--- src/rtl/slc3_pkg.sv ---
// Shared SLC-3 control definitions: FSM state encoding, opcodes and datapath mux encodings.
// Pause states exist only when ISDU_PAUSE_EN is defined.
package slc3_pkg;

  typedef enum logic [4:0] {
    S_HALTED,
    S_18,
    S_33,
    S_35,
    S_32,
    S_01,
    S_05,
    S_09,
    S_00,
    S_22,
    S_12,
    S_04,
    S_20,
    S_21,
    S_06,
    S_07,
    S_25,
    S_27,
    S_23,
    S_16
`ifdef ISDU_PAUSE_EN
    ,
    S_PAUSE1,
    S_PAUSE2
`endif
  } state_t;

  localparam logic [3:0] OP_ADD   = 4'b0001;
  localparam logic [3:0] OP_AND   = 4'b0101;
  localparam logic [3:0] OP_NOT   = 4'b1001;
  localparam logic [3:0] OP_BR    = 4'b0000;
  localparam logic [3:0] OP_JMP   = 4'b1100;
  localparam logic [3:0] OP_JSR   = 4'b0100;
  localparam logic [3:0] OP_LDR   = 4'b0110;
  localparam logic [3:0] OP_STR   = 4'b0111;
  localparam logic [3:0] OP_PAUSE = 4'b1101;

  localparam logic [1:0] PCMUX_INC   = 2'b00;
  localparam logic [1:0] PCMUX_BUS   = 2'b01;
  localparam logic [1:0] PCMUX_ADDER = 2'b10;

  localparam logic [1:0] ADDR2_ZERO   = 2'b00;
  localparam logic [1:0] ADDR2_SEXT6  = 2'b01;
  localparam logic [1:0] ADDR2_SEXT9  = 2'b10;
  localparam logic [1:0] ADDR2_SEXT11 = 2'b11;

  localparam logic [1:0] ALU_ADD   = 2'b00;
  localparam logic [1:0] ALU_AND   = 2'b01;
  localparam logic [1:0] ALU_NOT   = 2'b10;
  localparam logic [1:0] ALU_PASSA = 2'b11;

  // States that stretch over MEM_WAIT cycles using the wait counter.
  function automatic logic is_mem_state(input state_t s);
    return (s == S_33) || (s == S_25) || (s == S_16);
  endfunction

endpackage

--- src/rtl/isdu.sv ---
// SLC-3 instruction sequencer/decoder unit: Moore FSM driving datapath load strobes, bus gates and muxes.
// Define ISDU_PAUSE_EN to enable the PAUSE instruction (opcode 1101) with its LED latch strobe.
module isdu
  import slc3_pkg::*;
#(
  parameter int MEM_WAIT = 2
) (
  input  logic       clk,
  input  logic       reset,
  input  logic       Run,
  input  logic       Continue,
  input  logic [3:0] Opcode,
  input  logic       IR_5,
  input  logic       IR_11,
  input  logic       BEN,
  output logic       LD_MAR,
  output logic       LD_MDR,
  output logic       LD_IR,
  output logic       LD_BEN,
  output logic       LD_CC,
  output logic       LD_REG,
  output logic       LD_PC,
  output logic       LD_LED,
  output logic       GatePC,
  output logic       GateMDR,
  output logic       GateALU,
  output logic       GateMARMUX,
  output logic [1:0] PCMUX,
  output logic [1:0] ADDR2MUX,
  output logic [1:0] ALUK,
  output logic       DR,
  output logic       SR1MUX,
  output logic       ADDR1MUX,
  output logic       MIO_EN,
  output logic       Mem_OE,
  output logic       Mem_WE
);

  state_t     state;
  state_t     state_next;
  logic [2:0] wait_cnt;
  logic       last_wait;

  // IR_5 is decoded by the datapath, not here; Continue is idle when pausing is compiled out.
  logic unused_inputs;
  assign unused_inputs = ^{IR_5, Continue};

  assign last_wait = (wait_cnt == 3'(MEM_WAIT - 1));

  // NOTE: sequential state uses non-blocking assignments so every register samples pre-edge values.
  always_ff @(posedge clk) begin
    if (reset) begin
      state    <= S_HALTED;
      wait_cnt <= '0;
    end else begin
      state <= state_next;
      if (is_mem_state(state) && !last_wait) wait_cnt <= wait_cnt + 3'd1;
      else                                   wait_cnt <= '0;
    end
  end

  // NOTE: every output and state_next gets a default first, so no path can infer a latch.
  always_comb begin
    state_next = state;
    LD_MAR     = 1'b0;
    LD_MDR     = 1'b0;
    LD_IR      = 1'b0;
    LD_BEN     = 1'b0;
    LD_CC      = 1'b0;
    LD_REG     = 1'b0;
    LD_PC      = 1'b0;
    LD_LED     = 1'b0;
    GatePC     = 1'b0;
    GateMDR    = 1'b0;
    GateALU    = 1'b0;
    GateMARMUX = 1'b0;
    PCMUX      = PCMUX_INC;
    ADDR2MUX   = ADDR2_ZERO;
    ALUK       = ALU_ADD;
    DR         = 1'b0;
    SR1MUX     = 1'b0;
    ADDR1MUX   = 1'b0;
    MIO_EN     = 1'b0;
    Mem_OE     = 1'b0;
    Mem_WE     = 1'b0;

    case (state)
      S_HALTED: if (Run) state_next = S_18;
      S_18: begin
        GatePC     = 1'b1;
        LD_MAR     = 1'b1;
        PCMUX      = PCMUX_INC;
        LD_PC      = 1'b1;
        state_next = S_33;
      end
      S_33, S_25: begin
        Mem_OE = 1'b1;
        LD_MDR = last_wait;
        if (last_wait) state_next = (state == S_33) ? S_35 : S_27;
      end
      S_35: begin
        GateMDR    = 1'b1;
        LD_IR      = 1'b1;
        state_next = S_32;
      end
      S_32: begin
        LD_BEN = 1'b1;
        case (Opcode)
          OP_ADD:   state_next = S_01;
          OP_AND:   state_next = S_05;
          OP_NOT:   state_next = S_09;
          OP_BR:    state_next = S_00;
          OP_JMP:   state_next = S_12;
          OP_JSR:   state_next = S_04;
          OP_LDR:   state_next = S_06;
          OP_STR:   state_next = S_07;
`ifdef ISDU_PAUSE_EN
          OP_PAUSE: state_next = S_PAUSE1;
`endif
          default:  state_next = S_18;
        endcase
      end
      S_01, S_05, S_09: begin
        SR1MUX     = 1'b1;
        ALUK       = (state == S_01) ? ALU_ADD : (state == S_05) ? ALU_AND : ALU_NOT;
        GateALU    = 1'b1;
        DR         = 1'b1;
        LD_REG     = 1'b1;
        LD_CC      = 1'b1;
        state_next = S_18;
      end
      S_00: state_next = BEN ? S_22 : S_18;
      S_22: begin
        ADDR1MUX   = 1'b0;
        ADDR2MUX   = ADDR2_SEXT9;
        PCMUX      = PCMUX_ADDER;
        LD_PC      = 1'b1;
        state_next = S_18;
      end
      S_12, S_21: begin
        SR1MUX     = 1'b1;
        ADDR1MUX   = 1'b1;
        ADDR2MUX   = ADDR2_ZERO;
        PCMUX      = PCMUX_ADDER;
        LD_PC      = 1'b1;
        state_next = S_18;
      end
      S_04: begin
        GatePC     = 1'b1;
        DR         = 1'b0;
        LD_REG     = 1'b1;
        state_next = IR_11 ? S_20 : S_21;
      end
      S_20: begin
        ADDR1MUX   = 1'b0;
        ADDR2MUX   = ADDR2_SEXT11;
        PCMUX      = PCMUX_ADDER;
        LD_PC      = 1'b1;
        state_next = S_18;
      end
      S_06, S_07: begin
        SR1MUX     = 1'b1;
        ADDR1MUX   = 1'b1;
        ADDR2MUX   = ADDR2_SEXT6;
        GateMARMUX = 1'b1;
        LD_MAR     = 1'b1;
        state_next = (state == S_06) ? S_25 : S_23;
      end
      S_27: begin
        GateMDR    = 1'b1;
        DR         = 1'b1;
        LD_REG     = 1'b1;
        LD_CC      = 1'b1;
        state_next = S_18;
      end
      S_23: begin
        SR1MUX     = 1'b0;
        ALUK       = ALU_PASSA;
        GateALU    = 1'b1;
        MIO_EN     = 1'b1;
        LD_MDR     = 1'b1;
        state_next = S_16;
      end
      S_16: begin
        Mem_WE = 1'b1;
        if (last_wait) state_next = S_18;
      end
`ifdef ISDU_PAUSE_EN
      S_PAUSE1: begin
        LD_LED = 1'b1;
        if (Continue) state_next = S_PAUSE2;
      end
      S_PAUSE2: if (!Continue) state_next = S_18;
`endif
      default: state_next = S_HALTED;
    endcase
  end

endmodule

--- config.mk ---
export PLATFORM = sky130hd
export DESIGN_NAME = isdu
export DESIGN_NICKNAME = d
export VERILOG_FILES = /design/src/rtl/slc3_pkg.sv /design/src/rtl/isdu.sv
export SDC_FILE = /design/constraint.sdc
export NUM_CORES = 1
export LEC_CHECK = 0
export ABC_AREA = 0
export CORE_MARGIN = 8
export CORE_UTILIZATION = 35
export DETAILED_ROUTE_END_ITERATION = 10
export GPL_TIMING_DRIVEN = 1
export HOLD_SLACK_MARGIN = 0.1
export PLACE_DENSITY_LB_ADDON = 0.12
export SLEW_MARGIN = 20
export SYNTH_ARGS = -nofsm -noshare
export SYNTH_HDL_FRONTEND = slang
export SYNTH_SLANG_ARGS = --single-unit
--- constraint.sdc ---
create_clock -name clk -period 1.99 [get_ports clk]
set_input_delay 0.597 -clock clk [delete_from_list [all_inputs] [get_ports clk]]
set_output_delay 0.597 -clock clk [all_outputs]
set_load 0.01 [all_outputs]
# [After elaboration in Yosys (flattened, before gate mapping)]
# Memory sizes are Yosys's and may differ from the RTL's.
# Cells that the tools add are included.
[word_totals] input_bits=11 mem_bits_ro=64 word_cells=78 mem_count=1 regBits=8 out_inout_bits=24
[op_classes] addsub=1 bitwise_logic=1 mux=29 n_eq_ne=23 reduce_logical=21
[mem_list] name="(no name shown)" words=16 word_bits=4 rd=1 rd_ports_with_merged_regs=0 wr=0 line="isdu.sv:108" rtl="case (Opcode)"
[op_table] cell="$pmux 5 s11" count=1
[op_table] cell="$eq 5x4->1 const B" count=8
[op_table] cell="$eq 5x3->1 const B" count=4
[op_table] cell="$eq 5x5->1 const B" count=4
[op_table] cell="$mux 5" count=4
[op_table] cell="$mux 1" count=16
[op_table] cell="$reduce_or 4->1" count=4
[op_table] cell="$eq 5x2->1 const B" count=2
[op_table] cell="$reduce_or 2->1" count=5
[op_table] cell="$reduce_or 5->1" count=2
[op_table] cell="$mux 2" count=4
[op_table] cell="$reduce_or 8->1" count=1
[op_table] cell="$reduce_or 7->1" count=1
[op_table] cell="$ne 2x2->1 const B" count=3
[op_table] cell="$pmux 2 s3" count=1
[op_table] cell="$reduce_or 3->1" count=2
[op_table] cell="$eq 5x1->1 const B" count=1
[op_table] cell="$logic_not 5->1" count=1
[op_table] cell="$mux 4" count=1
[op_table] cell="$pmux 2 s2" count=1
[op_table] cell="$add 3x1->3 const B" count=1
[op_table] cell="$eq 3x1->1 const B" count=1
[op_table] cell="$reduce_and 3->1" count=1
[op_table] cell="$logic_or 1x1->1" count=2
[op_table] cell="4 further kinds" count=4

# [Logic depth before layout (Yosys ltp)]
[depth] word_depth=6 ltp_mapped=7 ltp_nobuf=7

# [Worst setup path after synthesis]
# No wires, ideal clock.
[synth_path] path_kind="register to output" start="reg state[1]" end="out LD_CC" slack_ns=0.016 path_buffers=3 path_stages_with_launch=7 t_arrival_ns=1.377 t_required_ns=1.393 path_cell_list="dfxtp_1 > buf_4 > buf_2 > nor2_1 > nand3_1 > a21oi_1 > buf_4"
[synth_between] elab_chain_cells=3 elab_cells_between_ends=6 cone_classes="eq/ne: 4; mux: 1; reduce/logical: 1"
[synth_lines] item="from (decl)" line="isdu.sv:39" rtl="state_t state;"
[synth_lines] item="from (signal assigned)" line="isdu.sv:56" rtl="state <= state_next;"
[synth_lines] item="$eq 5x3->1 / $eq 5x5->1 (equally long branches)"
[synth_lines] item="$reduce_or 4->1 (no line) *"
[synth_lines] item="$mux 1 *"
[synth_lines] item="to (decl)" line="isdu.sv:20" rtl="output logic LD_CC,"
# Mark *: on every way between the ends. The rest lies on a longest branch, timed or not.

# [Worst setup path in the final report]
[layout_path] start="reg state[1]" end="out LD_REG"
[layout_between] elab_chain_cells=3 elab_cells_between_ends=7 cone_classes="eq/ne: 5; mux: 1; reduce/logical: 1"
[layout_lines] item="$eq 5x3->1 (tied with other cells)" line="isdu.sv:87" rtl="case (state)"
[layout_lines] item="$reduce_or 5->1 (no line) *"
[layout_lines] item="$mux 1 *" line="isdu.sv:87"
[layout_lines] item="to (decl)" line="isdu.sv:21" rtl="output logic LD_REG,"
# Marks and branches as above.

==> results.md <==
Run status:
- The flow ran to the end, but the final reports show violations.
- The final reports fail on negative setup slack.

Floorplan:
- The core box area is 2660 µm².
- The die is 68.0 µm wide.
- 35 I/O pins were placed.
- The initialized floorplan defines 19 standard-cell rows.
- The area of the die is 4620 µm².
- Once the floorplan was initialized, standard cells occupied 35.5% of the core.
- From bottom edge to top edge, the die measures 68.0 µm.

Place:
- The HPWL after detailed placement is 2.38 mm.
- At the end of routability-driven placement, the weighted congestion stood at 0.860.
- The count of input and output buffers is 30.

Route:
- Once detail routing completed, the nets flagged for antenna violations numbered 0.
- The DRC marker count from the first detailed-route iteration is 85.
- The total length of routed wires is 3.66 mm.
- The detail-routed net length per standard cell is 14.7 µm.
- The via total after detailed routing is 1292.
- The DRC violation count after routing is 0.
- Before antenna repair, the detailed router went through 4 iterations.
- Dividing the detail-routed via count by the number of cells gives 5.21.

Critical path:
- Counting cells, the worst reg-to-reg path comes to 8.
- The endpoint of the worst register-to-register path is state[0].
- On the critical path, the stage with the largest delay is an instance of dfxtp_4.
- The required arrival time at the worst endpoint is 1390 ps.
- Traced cell by cell, the critical path runs through buf_6 > buf_8 > nand2_1 > o21ai_1 > a22oi_1 > o32ai_2 > buf_2.
- The top fanout value on the critical path is 8.
- The stage delay of the slowest cell on the critical path is 370 ps.
- The number of buffers and inverters on the critical path is 3.
- For flop-to-flop paths, the worst setup slack is 290 ps.
- The nature of the critical path endpoint is an output pin.
- The origin of the critical flop-to-flop path is state[0].
- STA classifies the critical path startpoint as a flip-flop.
- For the worst setup path, the data arrival time is 1450 ps.
- The critical path is of the reg2out type.
- Grouping stages by cell kind, the critical path spends the most delay in buffers and inverters.

Global routing:
- Entering global routing, the biggest net connects 12 pins.
- The initial antenna violation count is 0.
- In the global route stage, overall resource usage came out at 14.2%.
- The number of global-route vias before repair is 1219.
- The remaining global-route overflow is 0.
- The wire length of the first global-routing pass is 5.31 mm.

Pwr:
- The internal power is 0.685 mW.
- The switching share of power is 38.7%.
- The reported net switching power is 0.433 mW.
- The clock network is responsible for 11.2% of the overall power.
- The leakage power figure is 0.858 nW.
- The sequential share of power is 18.4%.
- Combinational logic burns 70.4% of the power.
- The worst supply voltage drop on vdd is 0.543 mV.
- Power spread over the standard cell area amounts to 613 nW/µm².
- Summing internal, switching and leakage power gives 1.12 mW.

Synth:
- Counting every instance in the synthesized netlist gives 138.
- By area the synthesized netlist is led by dfxtp_1 17%, a21oi_1 7.9%, nor2_1 6.0%, buf_4 5.6%, ha_1 5.3%.
- The largest total area in the synthesized netlist belongs to dfxtp_1.
- For this run, asynchronously set or reset flops after synthesis account for 0%.
- The most frequently used flop master after synthesis is dfxtp_1.
- The number of synthesized flops with an enable pin is 0.
- The distinct cell type count after synthesis is 40.
- The synthesis-stage register bit count is 8.
- Summed over its instances, the top area cell type makes up 17.0% of the synthesized netlist area.
- The synthesized cell area is 945 µm².
- Of the synthesized area, sequential elements account for 17.0%.
- The post-synthesis average cell area is 6.85 µm².
- The synthesis warning total is 0.

Clock network:
- The TritonCTS buffer count is 3.
- Counting along the longest clock path gives a buffer depth of 2.
- The clock tree from TritonCTS is yes.
- For the worst-skew pair, the clock arrives at the later sink with an insertion delay of 260 ps.
- CTS saw 8 sinks.
- The deepest level of the CTS H-tree is 1.
- The post-CTS clock slew at the launch and capture registers of the worst setup and hold paths is 60 ps.
- CTS placed an instance of clkbuf_4 at the clock tree root.
- In this run, post-CTS hold repair placed 0 buffers.

Final layout:
- In the layout the commonest cells are 45 x buf_4, 14 x buf_2, 12 x buf_6.
- After the last flow step, the layout net total stands at 234.
- 0 antenna diodes ended up in the layout.
- The most common library cell in the layout ignoring fill and taps is buf_4.
- Fill cells in the final layout number 204.
- The synthesis-to-finish area growth is 93.1%.
- The post-route netlist has 57.1% of its cells at a drive strength greater than 1.

STA:
- After layout, the worst setup slack is -59.0 ps.
- The count of final setup violators is 4.
- Based on the critical path, the design can be clocked at up to 0.488 GHz.
- The number of hold-slack violations in the final timing report is 0.
- The minimum period implied by the final worst setup slack is 2050 ps.
- Setup repair after global routing could not meet its margin everywhere.
- The setup TNS is -176 ps.
- The worst clock skew is 10.0 ps.
- The period utilization is 103%.
- The max-slew violation total from the final report came to 0.

Job:
- Across the run, the number of max-cap violations was 0.

Min path:
- The hold-critical path endpoint is wait_cnt[0].
- The path class of the tightest hold or removal check is reg2reg.
- The beginning of the worst hold path is wait_cnt[0].
- The number of cells traversed by the worst hold path is 1.
==> area by class of cell <==
class	instances	area, µm²	share of cell area [%]
Sequential cell	8	176	9.67
Multi-Input combinational cell	107	835	45.7
Inverter	10	37.5	2.06
Timing Repair Buffer	89	714	39.2
Tap cell	31	38.8	2.13
Clock buffer	3	22.5	1.23
==> worst max path at each step <==
stage | from | to | depth (start not counted)
final | state[1] | LD_REG | 7
after global routing | state[1] | LD_REG | 7
after CTS | state[1] | LD_MDR | 6
after detailed placement | Opcode[1] | state[0] | 8
after global placement | state[2] | LD_MDR | 5
after floorplan | state[1] | LD_CC | 6
==> cells by family (layout without fill, tap and decap cells) <==
| kind of cell | Yosys count | count (layout) | share of synthesized area (%) |
|---|---|---|---|
| AND/OR/NAND/NOR | 59 | 59 | 31.8 |
| AO/OA/AOI/OAI | 32 | 32 | 22.4 |
| buffers and inverters | 24 | 102 | 13.1 |
| flip-flops | 8 | 8 | 17.0 |
| XOR/XNOR | 6 | 6 | 5.56 |
| adder cells (fa/ha/maj) | 4 | 4 | 5.30 |
| multiplexers | 4 | 4 | 4.50 |
| other | 1 | 2 | 0.397 |
==> repair_timing <==
action	4_1_cts	5_1_grt
resized for setup	93	53
endpoints found under the setup margin	23	23
pin swaps	3	13
hold endpoints to repair	0	0
buffers inserted	5	13
==> routing by layer <==
metal	wire (µm)	GRT usage, %	vias to the layer above	part of all wire (%)
li1	-	-	630	-
met1	1480	16.2	631	40
met3	186	3.60	3	5.1
met4	12	2.56	0	0.33
met2	1980	26.3	28	54
met5	0	0	-	0
==> Yosys cell counts (3+ instances only) <==
cell type / instances
ha_1: 4
buf_2: 6
nand3_1: 3
nor3_1: 9
nand2_1: 12
buf_4: 7
a21oi_1: 15
dfxtp_1: 8
nand2b_1: 8
xor2_1: 3
xnor2_1: 3
nor2_1: 15
inv_1: 9
==> flip-flops by register name, summed over array words and instances (netlist names) <==
name	flops
state	5
wait_cnt	3
==> through the flow <==
step	hold slack (ps)	cells	setup WS (ps)	area [µm²]	util, %
after CTS	468	236	-118	1620	60.7
after global placement	435	228	-270	1530	57.4
after floorplan	421	139	16.4	948	-
final	456	248	-59.0	1820	68.5
after global routing	486	248	-109	1820	68.5
after detailed placement	460	228	-298	1530	57.4
==> power groups by stage <==
stage / combinational (mW) / sequential, mW / clock [mW]
after global routing: 0.841 / 0.207 / 0.137
final: 0.787 / 0.206 / 0.125
after CTS: 0.585 / 0.213 / 0.124
after floorplan: 0.282 / 0.189 / 0
after detailed placement: 0.524 / 0.211 / 0
after global placement: 0.517 / 0.210 / 0
Note: power is estimated with default switching activity, not from simulation.
